$ cat config.mk
export PLATFORM = sky130hd
export DESIGN_NAME = spi_ram_responder
export DESIGN_NICKNAME = d
export VERILOG_FILES = /design/src/rtl/spi_ram_responder.sv
export SDC_FILE = /design/constraint.sdc
export NUM_CORES = 2
export LEC_CHECK = 0
export CORE_MARGIN = 3
export CORE_UTILIZATION = 30
export CTS_CLUSTER_DIAMETER = 100
export DETAILED_ROUTE_END_ITERATION = 10
export GPL_TIMING_DRIVEN = 0
export PLACE_DENSITY = 0.47
export SLEW_MARGIN = 0
export SYNTH_ARGS = -nofsm -noshare
export SYNTH_HDL_FRONTEND = slang
export SYNTH_SLANG_ARGS = --single-unit
$ cat constraint.sdc
create_clock -name clk -period 8.1 [get_ports clk]
set_input_delay 1.62 -clock clk [delete_from_list [all_inputs] [get_ports clk]]
set_output_delay 1.62 -clock clk [all_outputs]
set_load 0.005 [all_outputs]
$ cat src/rtl/spi_ram_responder.sv
// spi_ram_responder: SPI mode-0 target emulating a byte-serial SPI RAM.
// Supports READ (0x03) and WRITE (0x02) with a 24-bit address and unlimited
// streaming. SPI lines are oversampled on the system clock.
module spi_ram_responder #(
  parameter int unsigned DEPTH  = 256,
  parameter int unsigned ADDR_W = 8
) (
  input  logic clk,
  input  logic resetn,
  input  logic sck,
  input  logic cs_n,
  input  logic mosi,
  output logic miso,
  output logic busy,
  output logic cmd_err
);

  typedef enum logic [2:0] {
    S_IDLE,
    S_CMD,
    S_ADDR,
    S_READ,
    S_WRITE,
    S_IGNORE
  } state_t;

  logic sck_m, sck_s, sck_d;
  logic cs_m, cs_s, cs_d;
  logic mosi_m, mosi_s;

  state_t            state;
  logic [4:0]        bit_cnt;
  logic [7:0]        shreg;
  logic [ADDR_W-1:0] ptr;
  logic              is_read;
  logic              rd_first;

  logic [7:0] mem [DEPTH];

  logic              sck_rise, sck_fall, cs_fall;
  logic [7:0]        shift_in;
  logic [ADDR_W-1:0] ptr_inc;
  logic [7:0]        rd_cur, rd_next;
  logic              wr_en;

  // Two-flop synchronizers plus one delay stage for edge detection
  always_ff @(posedge clk or negedge resetn) begin
    if (!resetn) begin
      sck_m  <= 1'b0;
      sck_s  <= 1'b0;
      sck_d  <= 1'b0;
      cs_m   <= 1'b1;
      cs_s   <= 1'b1;
      cs_d   <= 1'b1;
      mosi_m <= 1'b0;
      mosi_s <= 1'b0;
    end else begin
      sck_m  <= sck;
      sck_s  <= sck_m;
      sck_d  <= sck_s;
      cs_m   <= cs_n;
      cs_s   <= cs_m;
      cs_d   <= cs_s;
      mosi_m <= mosi;
      mosi_s <= mosi_m;
    end
  end

  assign sck_rise = sck_s & ~sck_d;
  assign sck_fall = ~sck_s & sck_d;
  assign cs_fall  = ~cs_s & cs_d;
  assign busy     = ~cs_s;

  assign shift_in = {shreg[6:0], mosi_s};
  assign ptr_inc  = ptr + 1'b1;
  assign rd_cur   = mem[ptr];
  assign rd_next  = mem[ptr_inc];
  // A byte is committed only on its 8th rise while still selected
  assign wr_en    = (state == S_WRITE) && !cs_s && sck_rise && (bit_cnt == 5'd7);

  // Transaction FSM: command/address decode, read shift-out, write pointer
  always_ff @(posedge clk or negedge resetn) begin
    if (!resetn) begin
      state    <= S_IDLE;
      bit_cnt  <= '0;
      shreg    <= '0;
      ptr      <= '0;
      is_read  <= 1'b0;
      rd_first <= 1'b0;
      miso     <= 1'b0;
      cmd_err  <= 1'b0;
    end else begin
      cmd_err <= 1'b0;
      if (cs_s && (state != S_IDLE)) begin
        state   <= S_IDLE;
        miso    <= 1'b0;
        bit_cnt <= '0;
      end else begin
        case (state)
          S_IDLE: begin
            if (cs_fall) begin
              state   <= S_CMD;
              bit_cnt <= '0;
              miso    <= 1'b0;
            end
          end
          S_CMD: begin
            if (sck_rise) begin
              shreg <= shift_in;
              if (bit_cnt == 5'd7) begin
                bit_cnt <= '0;
                if (shift_in == 8'h03) begin
                  state   <= S_ADDR;
                  is_read <= 1'b1;
                end else if (shift_in == 8'h02) begin
                  state   <= S_ADDR;
                  is_read <= 1'b0;
                end else begin
                  state   <= S_IGNORE;
                  cmd_err <= 1'b1;
                end
              end else begin
                bit_cnt <= bit_cnt + 5'd1;
              end
            end
          end
          S_ADDR: begin
            if (sck_rise) begin
              // Upper address bits shift out the top and are dropped
              ptr <= {ptr[ADDR_W-2:0], mosi_s};
              if (bit_cnt == 5'd23) begin
                bit_cnt  <= '0;
                rd_first <= 1'b1;
                state    <= is_read ? S_READ : S_WRITE;
              end else begin
                bit_cnt <= bit_cnt + 5'd1;
              end
            end
          end
          S_READ: begin
            // bit_cnt counts bits already presented in the current byte
            if (sck_fall) begin
              if (rd_first) begin
                rd_first <= 1'b0;
                miso     <= rd_cur[7];
                shreg    <= {rd_cur[6:0], 1'b0};
                bit_cnt  <= 5'd1;
              end else if (bit_cnt == 5'd8) begin
                ptr     <= ptr_inc;
                miso    <= rd_next[7];
                shreg   <= {rd_next[6:0], 1'b0};
                bit_cnt <= 5'd1;
              end else begin
                miso    <= shreg[7];
                shreg   <= {shreg[6:0], 1'b0};
                bit_cnt <= bit_cnt + 5'd1;
              end
            end
          end
          S_WRITE: begin
            if (sck_rise) begin
              shreg <= shift_in;
              if (bit_cnt == 5'd7) begin
                bit_cnt <= '0;
                ptr     <= ptr_inc;
              end else begin
                bit_cnt <= bit_cnt + 5'd1;
              end
            end
          end
          S_IGNORE: begin
            miso <= 1'b0;
          end
          default: begin
            state <= S_IDLE;
            miso  <= 1'b0;
          end
        endcase
      end
    end
  end

  // Backing store; deliberately not reset so contents survive resetn
  always_ff @(posedge clk) begin
    if (wr_en) begin
      mem[ptr] <= shift_in;
    end
  end

endmodule

==> results.json <==
{
  "outcome": "finished, violations left",
  "violations": "capacitance limit, slew limit, setup timing",
  "wire_per_inst_um": 63.9,
  "place_inst": 9438,
  "vias_per_cell": 7.06,
  "end_kind": "flip-flop",
  "grt_util_met3": 0.180,
  "cts.sinks": 2084,
  "cts_setup_buffers": 0,
  "grt_pass1_vias": 62133,
  "max_stage_delay_ns": 0.61,
  "fmax_ghz": 0.117,
  "internal_power_mw": 24.9,
  "grt_max_degree": 97,
  "crit_chain": "buf_4 > buf_4 > buf_6 > buf_6 > clkinv_2 > buf_4 > ha_1 > buf_2 > buf_4 > clkbuf_2 > buf_12 > buf_6 > mux4_2 > nand2_1 > nand3_1 > nand4_1 > a221oi_1 > o211ai_1 > a31oi_1",
  "die_w_um": 579,
  "finish.net_count": 5365,
  "wl_mm": 637,
  "fin_ws_ns": -0.452,
  "crit_arrival_ns": 9.40,
  "coreArea_mm2": 0.325,
  "clkPwrFrac": 0.244,
  "synth_edf_count": 2048,
  "rsz0062_at_grt": "no",
  "grtUsageTotal": 0.373,
  "p_seq_frac": 0.294,
  "hpwl_mm": 446,
  "netlist_instances": 5026,
  "routabilityCongestion": 1.11,
  "cts_max_level": 4,
  "tightest_slew_ns": 1.78,
  "drt-initial-drc-count": 15255,
  "fin_skew_ns": 0.0533,
  "clk_latency_ns": 0.97,
  "die_y_um": 579,
  "initial_core_util": 0.303,
  "synth_flop_cell": "edfxtp_1",
  "ys_ff_latch": 2084,
  "path_class": "flip-flop to flip-flop",
  "path_buf_inv": 11,
  "root_buffer": "clkbuf_16",
  "fin_crit_ns": 8.55,
  "final_area_mm2": 0.114,
  "yosys_warnings": 0,
  "min-delay-path-class": "flip-flop to flip-flop",
  "setup_viol": 7,
  "startpoint_type": "flip-flop",
  "pwr-share-comb": 0.462,
  "antenna_found_initial": 127,
  "portBuffers": 7,
  "drive_above_1_share": 0.354,
  "cts_buffers": 239,
  "ant_nets": 0,
  "ioPinCount": 8,
  "leakagePower_nw": 33.8,
  "syn_area_mm2": 0.0985,
  "switching_power_mw": 20.5,
  "via_count": 70388,
  "ys_types": 86,
  "timing.critical_path.from": "ptr[0]",
  "hold_path.startpoint": "sck_m",
  "area_delta_synth_final_pct": 15.8,
  "min_period_over_period": 1.06,
  "busiest_layer": "met2",
  "hold_buffers": 0,
  "power_switching_share": 0.452,
  "r2r_start": "ptr[0]",
  "critical_path.slowest_cell": "nand4_1",
  "cts_tree": "yes",
  "stdcell_count": 9976,
  "finalPower_mw": 45.4,
  "max_cap_viol_count": 29,
  "crit_required_ns": 8.95,
  "hold_viol_final": 0,
  "irDropWorstVdd_uv": 254,
  "n_fill_cell": 30487,
  "met1_usage": 0.449,
  "post_dp_cell_area_mm2": 0.106,
  "cts.reportedPaths.clkPinSlew_ns": 0.06,
  "dieArea_mm2": 0.335,
  "worst-path-max-fanout": 20,
  "row_count": 209,
  "place_ws_ns": -2.32,
  "grtUsageMet2": 0.507,
  "drv_slew": 199,
  "drc": 0,
  "cpMostUsedCell": "buf_4",
  "slew_headroom": -0.191,
  "grt_first_pass_wirelength_mm": 775,
  "ys_seq_area_frac": 0.634,
  "synth_async_sr_flop_share": 0.0173,
  "avgSynthCellArea_um2": 19.6,
  "hold_ws_ns": 0.355,
  "path_delay_family": "buffers and inverters",
  "drt-pass1-iter-count": 8,
  "syn-num-nets": 5037,
  "grt-ovfl-total": 0,
  "powerDensity_mw_per_mm2": 398,
  "cts.path.max_buffers": 4
}
==> flip-flops by register name (all words and copies together) (netlist names) <==
| register | flops |
|---|---|
| sck_d | 1 |
| shreg | 8 |
| mosi_s | 1 |
| cs_m | 1 |
| cs_s | 1 |
| rd_first | 1 |
| ptr | 8 |
| is_read | 1 |
| sck_s | 1 |
| sck_m | 1 |
| cmd_err | 1 |
| bit_cnt | 5 |
| mosi_m | 1 |
| mem | 2048 |
| cs_d | 1 |
| miso | 1 |
| state | 3 |
==> cells in the final DEF (no fill, tap or decap), types with 42 or more instances in the layout <==
cell type and n:
buf_2 114, diode_2 103, a21oi_1 60, mux2i_1 112, clkinv_1 47, mux4_2 1143, edfxtp_1 2048, buf_6 50
clkbuf_1 101, clkbuf_2 46, clkbuf_16 243, buf_4 123, nand3_1 110, a22oi_1 42, nor2_1 317, clkinv_2 47
nand2_1 326
==> metal layers <==
layer  share of wire  wire [um]
met1            0.35     222000
met4           0.093      59000
met2            0.41     261000
met5         0.00090        574
met3            0.15      94800
==> path summary, 6_finish.rpt <==
| kind | end | slack, ns | cells past startpoint |
|---|---|---|---|
| max in group asynchronous | shreg[1] | 6.99 | 2 |
| min in group asynchronous | sck_m | 0.54 | 1 |
| worst min register to register | sck_s | 0.36 | 0 |
| worst max-delay path | shreg[2] | -0.45 | 19 |
| worst min-delay path | sck_s | 0.36 | 0 |
| worst max register to register | shreg[2] | -0.45 | 19 |
==> power groups by stage <==
stage | Combinational (mW) | Sequential, mW | Clock [mW]
2_1_floorplan | 7.58 | 14.1 | 0
3_3_place_gp | 18.1 | 15.2 | 0
3_5_place_dp | 19.6 | 13.6 | 0
4_1_cts | 19.7 | 13.3 | 11.0
5_1_grt | 20.0 | 13.3 | 11.4
6_report | 21.0 | 13.4 | 11.1
==> cell type report <==
| cell class | instances | area (um2) | share of cell area |
|---|---|---|---|
| antenna | 103 | 258 | 0.00226 |
| clock inverter | 137 | 1320 | 0.0116 |
| tap | 4325 | 5410 | 0.0475 |
| clock buffer | 298 | 6320 | 0.0554 |
| timing repair buffer | 89 | 1860 | 0.0163 |
| sequential | 2084 | 62400 | 0.548 |
| multi-input combinational | 2538 | 33800 | 0.296 |
| buffer | 388 | 2540 | 0.0223 |
| inverter | 14 | 53.8 | 0.000472 |
==> cell families (layout without fill, tap and decap cells) <==
family,count (synthesis),in the layout,share of synthesized area
compound gates,337,337,0.0237
other cells,0,103,0
fa+ha+maj,6,6,0.000762
flops,2084,2084,0.634
mux,1275,1275,0.276
xor+xnor,13,13,0.00131
simple gates,907,907,0.0398
buf+inv,404,926,0.0248
==> timing repair <==
item                                    CTS  global route
pin swaps                                 2             1
endpoints found under the setup margin    8             4
gates resized for setup                  30             2
==> synthesized netlist by cell type, types with 30 or more instances <==
cell         n  share of area
buf_6       41         0.0047
buf_4      100         0.0076
nand2_1    329          0.013
mux4_2    1143           0.26
buf_1       30         0.0011
nor2_1     322          0.012
mux2i_1    112          0.011
a21oi_1     60         0.0030
o21ai_0     39         0.0020
edfxtp_1  2048           0.62
clkbuf_1    94         0.0036
dfrtp_1     33         0.0084
buf_2      118         0.0060
a22oi_1     42         0.0032
nand3_1    115         0.0058
o22ai_1     39         0.0025
==> per-stage QoR <==
step           setup TNS, ns   util
6_report               -1.89  0.350
5_1_grt                    0  0.350
4_1_cts                    0  0.349
3_5_place_dp          -13.49  0.326
3_3_place_gp         -570.68  0.320
2_1_floorplan              0      -
Note: power is estimated with default switching activity, not from simulation.
